### src/rtl/serial_parity_rx.sv
// -----------------------------------------------------------------------------
// serial_parity_rx
//
// Receive end of the XOR-based serial parity link. It deserializes an
// LSB-first stream of DATA_W data bits followed by one parity bit. Received
// data bits are XOR-accumulated, and the result is checked against the parity
// bit. Each completed word is offered on a valid/ready output together with
// its parity-error flag. A saturating count of bad frames is also kept.
//
// Build option:
//   SERIAL_PARITY_RX_ODD_EN  defined   -> odd parity. A frame is good when the
//                                         data bits plus the parity bit hold an
//                                         odd number of ones.
//                            undefined -> even parity (default).
//   Both builds have the same ports and the same timing.
//
// Parameters:
//   DATA_W  data bits per frame, parity excluded (2..32)
//   CNT_W   width of the saturating parity-error counter
//
// Ports:
//   clk         system clock, rising edge
//   rst_n       asynchronous active-low reset
//   sin_valid   sin_bit / sin_sof are valid this cycle
//   sin_bit     serial data or parity bit
//   sin_sof     marks the first data bit (bit 0) of a frame
//   sin_ready   receiver accepts a serial bit this cycle (low only in HOLD)
//   dout        received word; bit 0 is the first bit received
//   dout_valid  dout / par_err valid
//   dout_ready  consumer accepts the word
//   par_err     parity mismatch for the word on dout
//   err_cnt     saturating count of frames that had par_err = 1
// -----------------------------------------------------------------------------
module serial_parity_rx #(
  parameter int DATA_W = 8,
  parameter int CNT_W  = 8
) (
  input  logic              clk,
  input  logic              rst_n,
  input  logic              sin_valid,
  input  logic              sin_bit,
  input  logic              sin_sof,
  output logic              sin_ready,
  output logic [DATA_W-1:0] dout,
  output logic              dout_valid,
  input  logic              dout_ready,
  output logic              par_err,
  output logic [CNT_W-1:0]  err_cnt
);

  // The bit counter must be able to hold DATA_W itself.
  localparam int CW = $clog2(DATA_W + 1);

`ifdef SERIAL_PARITY_RX_ODD_EN
  localparam logic ODD = 1'b1;
`else
  localparam logic ODD = 1'b0;
`endif

  typedef enum logic [1:0] {
    S_IDLE = 2'd0,
    S_DATA = 2'd1,
    S_PAR  = 2'd2,
    S_HOLD = 2'd3
  } state_t;

  state_t            r_state;
  state_t            w_state_nxt;

  logic [DATA_W-1:0] r_shift;
  logic [CW-1:0]     r_cnt;
  logic              r_acc;
  logic [DATA_W-1:0] r_dout;
  logic              r_dout_valid;
  logic              r_par_err;
  logic [CNT_W-1:0]  r_err_cnt;

  logic              w_accept;
  logic              w_start;
  logic              w_data;
  logic              w_par;
  logic              w_release;
  logic              w_last;
  logic              w_perr;

  // Increments the counter and holds it at all-ones instead of wrapping.
  function automatic logic [CNT_W-1:0] sat_inc(input logic [CNT_W-1:0] v);
    return (&v) ? v : v + CNT_W'(1);
  endfunction

  assign sin_ready  = (r_state != S_HOLD);
  assign dout       = r_dout;
  assign dout_valid = r_dout_valid;
  assign par_err    = r_par_err;
  assign err_cnt    = r_err_cnt;

  assign w_accept = sin_valid && sin_ready;
  // The data bit being accepted now is the final one of the word.
  assign w_last   = (r_cnt == CW'(DATA_W - 1));
  assign w_perr   = r_acc ^ sin_bit ^ ODD;

  // Next-state and datapath strobes
  always_comb begin
    w_state_nxt = r_state;
    w_start     = 1'b0;
    w_data      = 1'b0;
    w_par       = 1'b0;
    w_release   = 1'b0;
    case (r_state)
      S_IDLE: begin
        if (w_accept && sin_sof) begin
          w_start     = 1'b1;
          w_state_nxt = S_DATA;
        end
      end
      S_DATA: begin
        if (w_accept) begin
          if (sin_sof) begin
            // Abandon the partial frame; this bit becomes bit 0 of a new one.
            w_start     = 1'b1;
            w_state_nxt = S_DATA;
          end else begin
            w_data      = 1'b1;
            w_state_nxt = w_last ? S_PAR : S_DATA;
          end
        end
      end
      S_PAR: begin
        if (w_accept) begin
          if (sin_sof) begin
            w_start     = 1'b1;
            w_state_nxt = S_DATA;
          end else begin
            w_par       = 1'b1;
            w_state_nxt = S_HOLD;
          end
        end
      end
      S_HOLD: begin
        if (r_dout_valid && dout_ready) begin
          w_release   = 1'b1;
          w_state_nxt = S_IDLE;
        end
      end
      default: w_state_nxt = S_IDLE;
    endcase
  end

  // State register
  always_ff @(posedge clk or negedge rst_n) begin
    if (!rst_n) begin
      r_state <= S_IDLE;
    end else begin
      r_state <= w_state_nxt;
    end
  end

  // Deserializer: each new bit enters at the MSB and moves down. After DATA_W
  // shifts, the first bit received sits at bit 0.
  always_ff @(posedge clk or negedge rst_n) begin
    if (!rst_n) begin
      r_shift <= '0;
      r_cnt   <= '0;
      r_acc   <= 1'b0;
    end else if (w_start) begin
      r_shift <= {sin_bit, r_shift[DATA_W-1:1]};
      r_cnt   <= CW'(1);
      r_acc   <= sin_bit;
    end else if (w_data) begin
      r_shift <= {sin_bit, r_shift[DATA_W-1:1]};
      r_cnt   <= r_cnt + CW'(1);
      r_acc   <= r_acc ^ sin_bit;
    end
  end

  // Output word, error flag and error counter
  always_ff @(posedge clk or negedge rst_n) begin
    if (!rst_n) begin
      r_dout       <= '0;
      r_dout_valid <= 1'b0;
      r_par_err    <= 1'b0;
      r_err_cnt    <= '0;
    end else if (w_par) begin
      r_dout       <= r_shift;
      r_par_err    <= w_perr;
      r_dout_valid <= 1'b1;
      if (w_perr) begin
        r_err_cnt <= sat_inc(r_err_cnt);
      end
    end else if (w_release) begin
      // dout and par_err keep their last value; only valid drops.
      r_dout_valid <= 1'b0;
    end
  end

endmodule
### config.mk
export PLATFORM = sky130hd
export DESIGN_NAME = serial_parity_rx
export DESIGN_NICKNAME = d
export VERILOG_FILES = /design/src/rtl/serial_parity_rx.sv
export SDC_FILE = /design/constraint.sdc
export NUM_CORES = 1
export LEC_CHECK = 0
export CORE_MARGIN = 2
export CORE_UTILIZATION = 50
export CTS_CLUSTER_DIAMETER = 40
export DETAILED_ROUTE_END_ITERATION = 6
export PLACE_DENSITY = 0.75
export SYNTH_ARGS = -nofsm -noshare
export SYNTH_HDL_FRONTEND = slang
export SYNTH_SLANG_ARGS = --single-unit
### constraint.sdc
create_clock -name clk -period 5.6 [get_ports clk]
set_input_delay 1.68 -clock clk [delete_from_list [all_inputs] [get_ports clk]]
set_output_delay 1.68 -clock clk [all_outputs]
set_load 0.05 [all_outputs]
==> flow_summary_export.csv, run 1 <==
group,metric,value,unit
clocking,cts-root-buf,"clkbuf_4",
clocking,tritoncts,"built",
hold_path,hold_class,"reg2reg",
die,start_util,52.2,%
hold_path,holdPathStages,1,
timing,slew_violations,0,
pwr,pwr_density_cell,348,nW/um2
route,first_iter_violations,35,
clocking,worstSkewPairLatency,340,ps
timing,endpoints_failing_setup,0,
clocking,clock_sink_count,33,
route,postRouteWirelength,2.82,mm
timing,rsz0062_at_grt,"false",
route,vias_per_cell,5.40,
placed_design,place_congestion,0.943,
pwr,vdd_drop_max,0.215,mV
global_route,grt.total_usage,17.8,%
die,vertical_extent_of_the_die,60.4,um
yosys,synth_sequential_area_ratio,51.8,%
route,detail_route.first_pass.iterations,4,
timing,max-slew-margin-rel,66.4,%
timing,worst_clock_skew,9.98,ps
global_route,grt_pass1_wl,4.68,mm
die,num_rows,20,
hold_path,hold-path-endpoint,"dout_valid$_DFFE_PN0P_",
final_layout,layout.cells.most_common,"dfrtp_1",
placed_design,buffer_ports.inserted,24,
clocking,cts_setup_buffers,0,
global_route,maximum_number_of_pins_on_one_net_before_global_route_repair,34,
timing,timing_worst_slew_pin_value,502,ps
clocking,clk_pin_slew,110,ps
timing,timing.final.hold_violations,0,
global_route,grt_antenna_before_repair,0,
clocking,cts_resized,0,
yosys,mean_cell_area_of_the_mapped_netlist,12.5,um2
die,boundaryPins,25,
route,postRouteAntennaNets,0,
setup_path,rrSetupSlack,3410,ps
die,die-area,3650,um2
setup_path,critical_path_peak_fanout,6,
placed_design,post_dp_hpwl,1.91,mm
placed_design,detailed_place.area,1880,um2
route,drt-wirelength-per-cell,14.0,um
final_layout,antenna_cells_inserted,0,
setup_path,critPathRequiredTime,3920,ps
outcome,result_of_the_run,"complete, no violations",
setup_path,timing.setup.critical_path_class,"reg2out",
route,routed-via-count,1090,
clocking,max-clock-path-buffers,2,
die,core_area,3050,um2
final_layout,layout-area-overhead-vs-synth,22.2,%
setup_path,r2r-end,"r_shift[6]$_DFFE_PN0P_",
final_layout,drive_gt1_share,22.8,%
pwr,leakage,0.879,nW
final_layout,post-route-cell-area,1950,um2
global_route,vias_in_the_first_global_route,1092,
route,drc,0,
timing,period_share,64.9,%
final_layout,layout_common_cells,"33 x dfrtp_1, 24 x clkdlybuf4s50_1, 23 x mux2_2, 9 x nor2_1, 8 x ha_1",
timing,final_period_minus_worst_setup_slack,3640,ps
global_route,overall_overflow_remaining_after_global_route,0,
final_layout,final_net_count,171,
clocking,cts_inserted_buffers,5,
setup_path,crit_arrival,1960,ps
job,max_capacitance_violation_count,0,
setup_path,crit-reg2reg-launch,"r_state[1]$_DFFE_PN0P_",
clocking,cts_htree_levels,2,
yosys,synthDistinctLibCells,33,
timing,maxClockFrequency,0.275,GHz
yosys,synth_cells,127,
yosys,synth.ff_latch_count,33,
yosys,yosys_warnings,0,
setup_path,crit_path_start_kind,"register",
final_layout,n_fill_cell,253,
setup_path,crit_path_end_kind,"output pin",
setup_path,r2r_cell_count,5,
die,die-width,60.4,um
timing,setup_total_negative_slack,0,ps
yosys,mappedNetlistArea,1590,um2
clocking,post_cts_hold_buffer_count,0,
yosys,syn-num-nets,141,
hold_path,hold_start,"dout_valid$_DFFE_PN0P_",
-- state kept, by name (all words and copies together) (netlist names) --
| name | flops |
|---|---|
| r_cnt | 4 |
| err_cnt | 8 |
| r_acc | 1 |
| r_state | 2 |
| dout | 8 |
| dout_valid | 1 |
| par_err | 1 |
| r_shift | 8 |
-- area by class of cell --
class / count / area (um2) / area share, %
Inverter: 4 / 15.0 / 0.771
Tap cell: 44 / 55.1 / 2.83
Timing Repair Buffer: 26 / 255 / 13.1
Clock inverter: 2 / 13.8 / 0.707
Multi-Input combinational cell: 87 / 731 / 37.5
Clock buffer: 6 / 51.3 / 2.63
Sequential cell: 33 / 826 / 42.4
-- kinds of logic after synthesis --
group	after synthesis	share of synthesized area, %
multiplexers	24	16.9
XOR/XNOR	6	3.30
buffers and inverters	7	2.28
adder cells (fa/ha/maj)	8	6.28
flip-flops	33	51.8
AND/OR/NAND/NOR	37	14.5
AO/OA/AOI/OAI	12	4.95
-- per-layer routing --
metal | wire length [um] | part of all wire, % | up-vias | GRT usage [%]
li1 | - | - | 510 | -
met1 | 1340 | 47 | 544 | 22.6
met2 | 1310 | 47 | 29 | 27.3
met3 | 104 | 3.7 | 7 | 6.40
met4 | 66 | 2.3 | 0 | 8.39
met5 | 0 | 0 | - | 0
-- critical path: stages, from the launching register on --
cell             delay, ps
dfrtp_1                460
ha_1                   290
inv_1                   70
clkdlybuf4s50_1        790
-- worst max path at each step --
stage | startpoint | endpoint | slack, ps | depth (start not counted)
4_1_cts | r_state[1]$_DFFE_PN0P_ | sin_ready | 1970 | 3
2_1_floorplan | sin_valid | r_shift[7]$_DFFE_PN0P_ | 2800 | 5
6_report | r_state[1]$_DFFE_PN0P_ | sin_ready | 1960 | 3
3_3_place_gp | sin_valid | r_shift[4]$_DFFE_PN0P_ | 2020 | 5
5_1_grt | r_state[1]$_DFFE_PN0P_ | sin_ready | 1910 | 3
3_5_place_dp | sin_valid | r_shift[6]$_DFFE_PN0P_ | 2000 | 5
-- report_power, final --
part / internal, W / switching, W / leakage [nW]
Combinational: 0.0000940 / 0.000100 / 0.407
Sequential: 0.000293 / 0.0000413 / 0.434
Clock: 0.0000612 / 0.0000872 / 0.0382
Total: 0.000448 / 0.000229 / 0.879
-- Yosys cell counts --
| cell | count | area (um2) |
|---|---|---|
| a21boi_0 | 1 | 7.51 |
| a21o_1 | 1 | 7.51 |
| a21oi_1 | 1 | 5.00 |
| a221o_1 | 1 | 10.0 |
| a32oi_1 | 1 | 8.76 |
| and2_1 | 1 | 6.26 |
| and3b_1 | 1 | 8.76 |
| and4_1 | 1 | 8.76 |
| and4bb_2 | 1 | 12.5 |
| buf_2 | 2 | 10.0 |
| buf_6 | 1 | 11.3 |
| dfrtp_1 | 33 | 826 |
| ha_1 | 8 | 100 |
| inv_1 | 4 | 15.0 |
| mux2_2 | 23 | 259 |
| mux2i_1 | 1 | 10.0 |
| nand2_1 | 6 | 22.5 |
| nand2b_1 | 3 | 18.8 |
| nand2b_4 | 1 | 13.8 |
| nand3_1 | 4 | 20.0 |
| nand3b_1 | 1 | 7.51 |
| nand4_1 | 4 | 25.0 |
| nor2_1 | 9 | 33.8 |
| nor2b_1 | 1 | 6.26 |
| nor4b_4 | 1 | 23.8 |
| nor4bb_1 | 1 | 10.0 |
| o21ai_0 | 5 | 25.0 |
| o22ai_1 | 1 | 6.26 |
| o32ai_1 | 1 | 8.76 |
| or2_1 | 1 | 6.26 |
| or3_1 | 1 | 6.26 |
| xnor2_1 | 2 | 17.5 |
| xor2_1 | 4 | 35.0 |
-- stage by stage --
stage | worst slack (ps) | utilization, % | total power, W | hold WS [ps] | instances
after global routing | 1910 | 63.8 | 0.000717 | 543 | 202
after CTS | 1970 | 63.8 | 0.000681 | 525 | 202
after floorplan | 2800 | - | 0.000477 | 475 | 127
final | 1960 | 63.8 | 0.000677 | 519 | 202
after global placement | 2020 | 61.6 | 0.000521 | 491 | 194
after detailed placement | 2000 | 61.6 | 0.000531 | 495 | 194
(Power assumes the default switching activity.)
==> run 2, diff against run 1 <==
- clock period: 5.6 -> 3.8 ns (I/O delays scaled with it)
==> run 2 against run 1 <==
Against the previous run:
- sequential power is 48% higher
- hold slack about the same
- routed wire length grew 5.2%
- count of clock-buffer cells in the layout up 1
- largest power group unchanged
- highest routed layer unchanged
- clock power rose by 59%
- critical endpoint unchanged
==> flow_summary_export.csv, run 2 (same netlist as run 1, synthesis figures left out) <==
group,metric,value,unit
pwr,clockPowerShare,23.2,%
job,max_capacitance_violation_count,0,
die,num_rows,20,
timing,hold-worst-slack,519,ps
final_layout,fin_util,63.9,%
final_layout,final_net_count,171,
die,vertical_extent_of_the_die,60.4,um
global_route,grt.total_usage,19.9,%
die,die-width,60.4,um
timing,setup_total_negative_slack,0,ps
final_layout,antenna_cells_inserted,0,
timing,timing.final.hold_violations,0,
die,core_area,3050,um2
pwr,pwr_density_cell,521,nW/um2
clocking,clk_pin_slew,110,ps
pwr,leakage,0.882,nW
pwr,power_switching,0.000339,W
route,routed-via-count,1084,
route,first_iter_violations,72,
clocking,cts_inserted_buffers,5,
die,die-area,3650,um2
setup_path,worstSetupStartpoint,"r_state[1]$_DFFE_PN0P_",
placed_design,post_dp_hpwl,2.05,mm
global_route,grt_antenna_before_repair,0,
setup_path,crit_path_start_kind,"register",
pwr,share_comb_of_total_power,28.2,%
route,vias_per_cell,5.37,
route,drt-wirelength-per-cell,14.7,um
setup_path,r2r-end,"r_shift[2]$_DFFE_PN0P_",
die,start_util,52.2,%
global_route,vias_in_the_first_global_route,1149,
clocking,clock_sink_count,33,
final_layout,layout_common_cells,"33 x dfrtp_1, 24 x clkdlybuf4s50_1, 23 x mux2_2, 9 x nor2_1, 8 x ha_1",
clocking,cts_resized,0,
clocking,post_cts_hold_buffer_count,0,
clocking,worstSkewPairLatency,350,ps
clocking,tritoncts,"built",
final_layout,layout.cells.most_common,"dfrtp_1",
timing,final_period_minus_worst_setup_slack,3080,ps
clocking,cts_setup_buffers,0,
route,drc,0,
setup_path,timing.setup.critical_path_class,"reg2out",
timing,period_share,80.9,%
global_route,grt_pass1_wl,5.18,mm
setup_path,rrSetupSlack,1580,ps
setup_path,r2r_cell_count,5,
timing,worst_clock_skew,10.4,ps
setup_path,crit_path_end_kind,"output pin",
clocking,cts_htree_levels,2,
placed_design,buffer_ports.inserted,24,
timing,maxClockFrequency,0.325,GHz
pwr,cell_internal_pwr,0.000677,W
setup_path,critical_path_peak_fanout,6,
setup_path,crit_arrival,1940,ps
clocking,max-clock-path-buffers,2,
die,boundaryPins,25,
route,postRouteWirelength,2.97,mm
final_layout,layout-area-overhead-vs-synth,22.5,%
global_route,maximum_number_of_pins_on_one_net_before_global_route_repair,34,
pwr,vdd_drop_max,0.284,mV
timing,max-slew-margin-rel,65.5,%
global_route,overall_overflow_remaining_after_global_route,0,
timing,endpoints_failing_setup,0,
pwr,switching_share_of_power,33.3,%
route,detail_route.first_pass.iterations,4,
outcome,result_of_the_run,"complete, no violations",
timing,rsz0062_at_grt,"false",
placed_design,place_congestion,0.912,
timing,slew_violations,0,
setup_path,critPathRequiredTime,2660,ps
final_layout,drive_gt1_share,22.8,%
clocking,cts-root-buf,"clkbuf_4",
hold_path,hold_class,"reg2reg",
pwr,seqPwrFrac,48.7,%
pwr,post-layout-total-power,0.00102,W
route,postRouteAntennaNets,0,
hold_path,hold_start,"par_err$_DFFE_PN0P_",
timing,timing_worst_slew_pin_value,516,ps
setup_path,crit-reg2reg-launch,"r_state[1]$_DFFE_PN0P_",
setup_path,setup.worst_path.end,"sin_ready",
==> run 2: changes by cell type in the layout (fill, tap and decap cells not counted), sizes merged <==
cell	previous run	this run
clkbuf	6	7
clkinv	2	1
==> run 2: cell type report <==
class | instances | area [um2]
fillers | 255 | 1100
inverters | 4 | 15.0
repair buffers | 26 | 255
multi-input cells | 87 | 731
clock inverters | 1 | 5.00
clock buffers | 7 | 65.1
flip-flops and latches | 33 | 826
well taps | 44 | 55.1
==> run 2: worst min-delay path by stage <==
stage                                         to  cells after the start
final                        par_err$_DFFE_PN0P_                      1
after global routing      r_shift[0]$_DFFE_PN0P_                      1
after CTS                    par_err$_DFFE_PN0P_                      1
after detailed placement     dout[3]$_DFFE_PN0P_                      1
after global placement    r_shift[0]$_DFFE_PN0P_                      1
after floorplan           r_shift[0]$_DFFE_PN0P_                      1
==> run 2: layer usage <==
layer,vias up,GRT usage [%],wire length [um]
met3,8,5.33,102
met1,539,25.3,1380
met4,0,12.7,71
met5,-,0,0
met2,25,30.3,1420
li1,512,-,-
==> run 2: metrics by stage <==
step,cell area (um2),std cells,setup slack [ps]
after global placement,1880,194,754
after CTS,1950,202,722
final,1950,202,725
after floorplan,1590,127,1540
after detailed placement,1880,194,721
after global routing,1950,202,650
==> run 2: worst max-delay path: stages, from the launching register on <==
cell,delay [ps]
dfrtp_1,450
ha_1,280
inv_1,70
clkdlybuf4s50_1,790
==> run 2: power groups by stage <==
stage | Combinational [W] | Clock (W) | Sequential [W]
after floorplan | 0.000186 | 0 | 0.000518
after CTS | 0.000289 | 0.000242 | 0.000495
after detailed placement | 0.000286 | 0 | 0.000502
final | 0.000286 | 0.000236 | 0.000495
after global placement | 0.000272 | 0 | 0.000495
after global routing | 0.000315 | 0.000262 | 0.000506
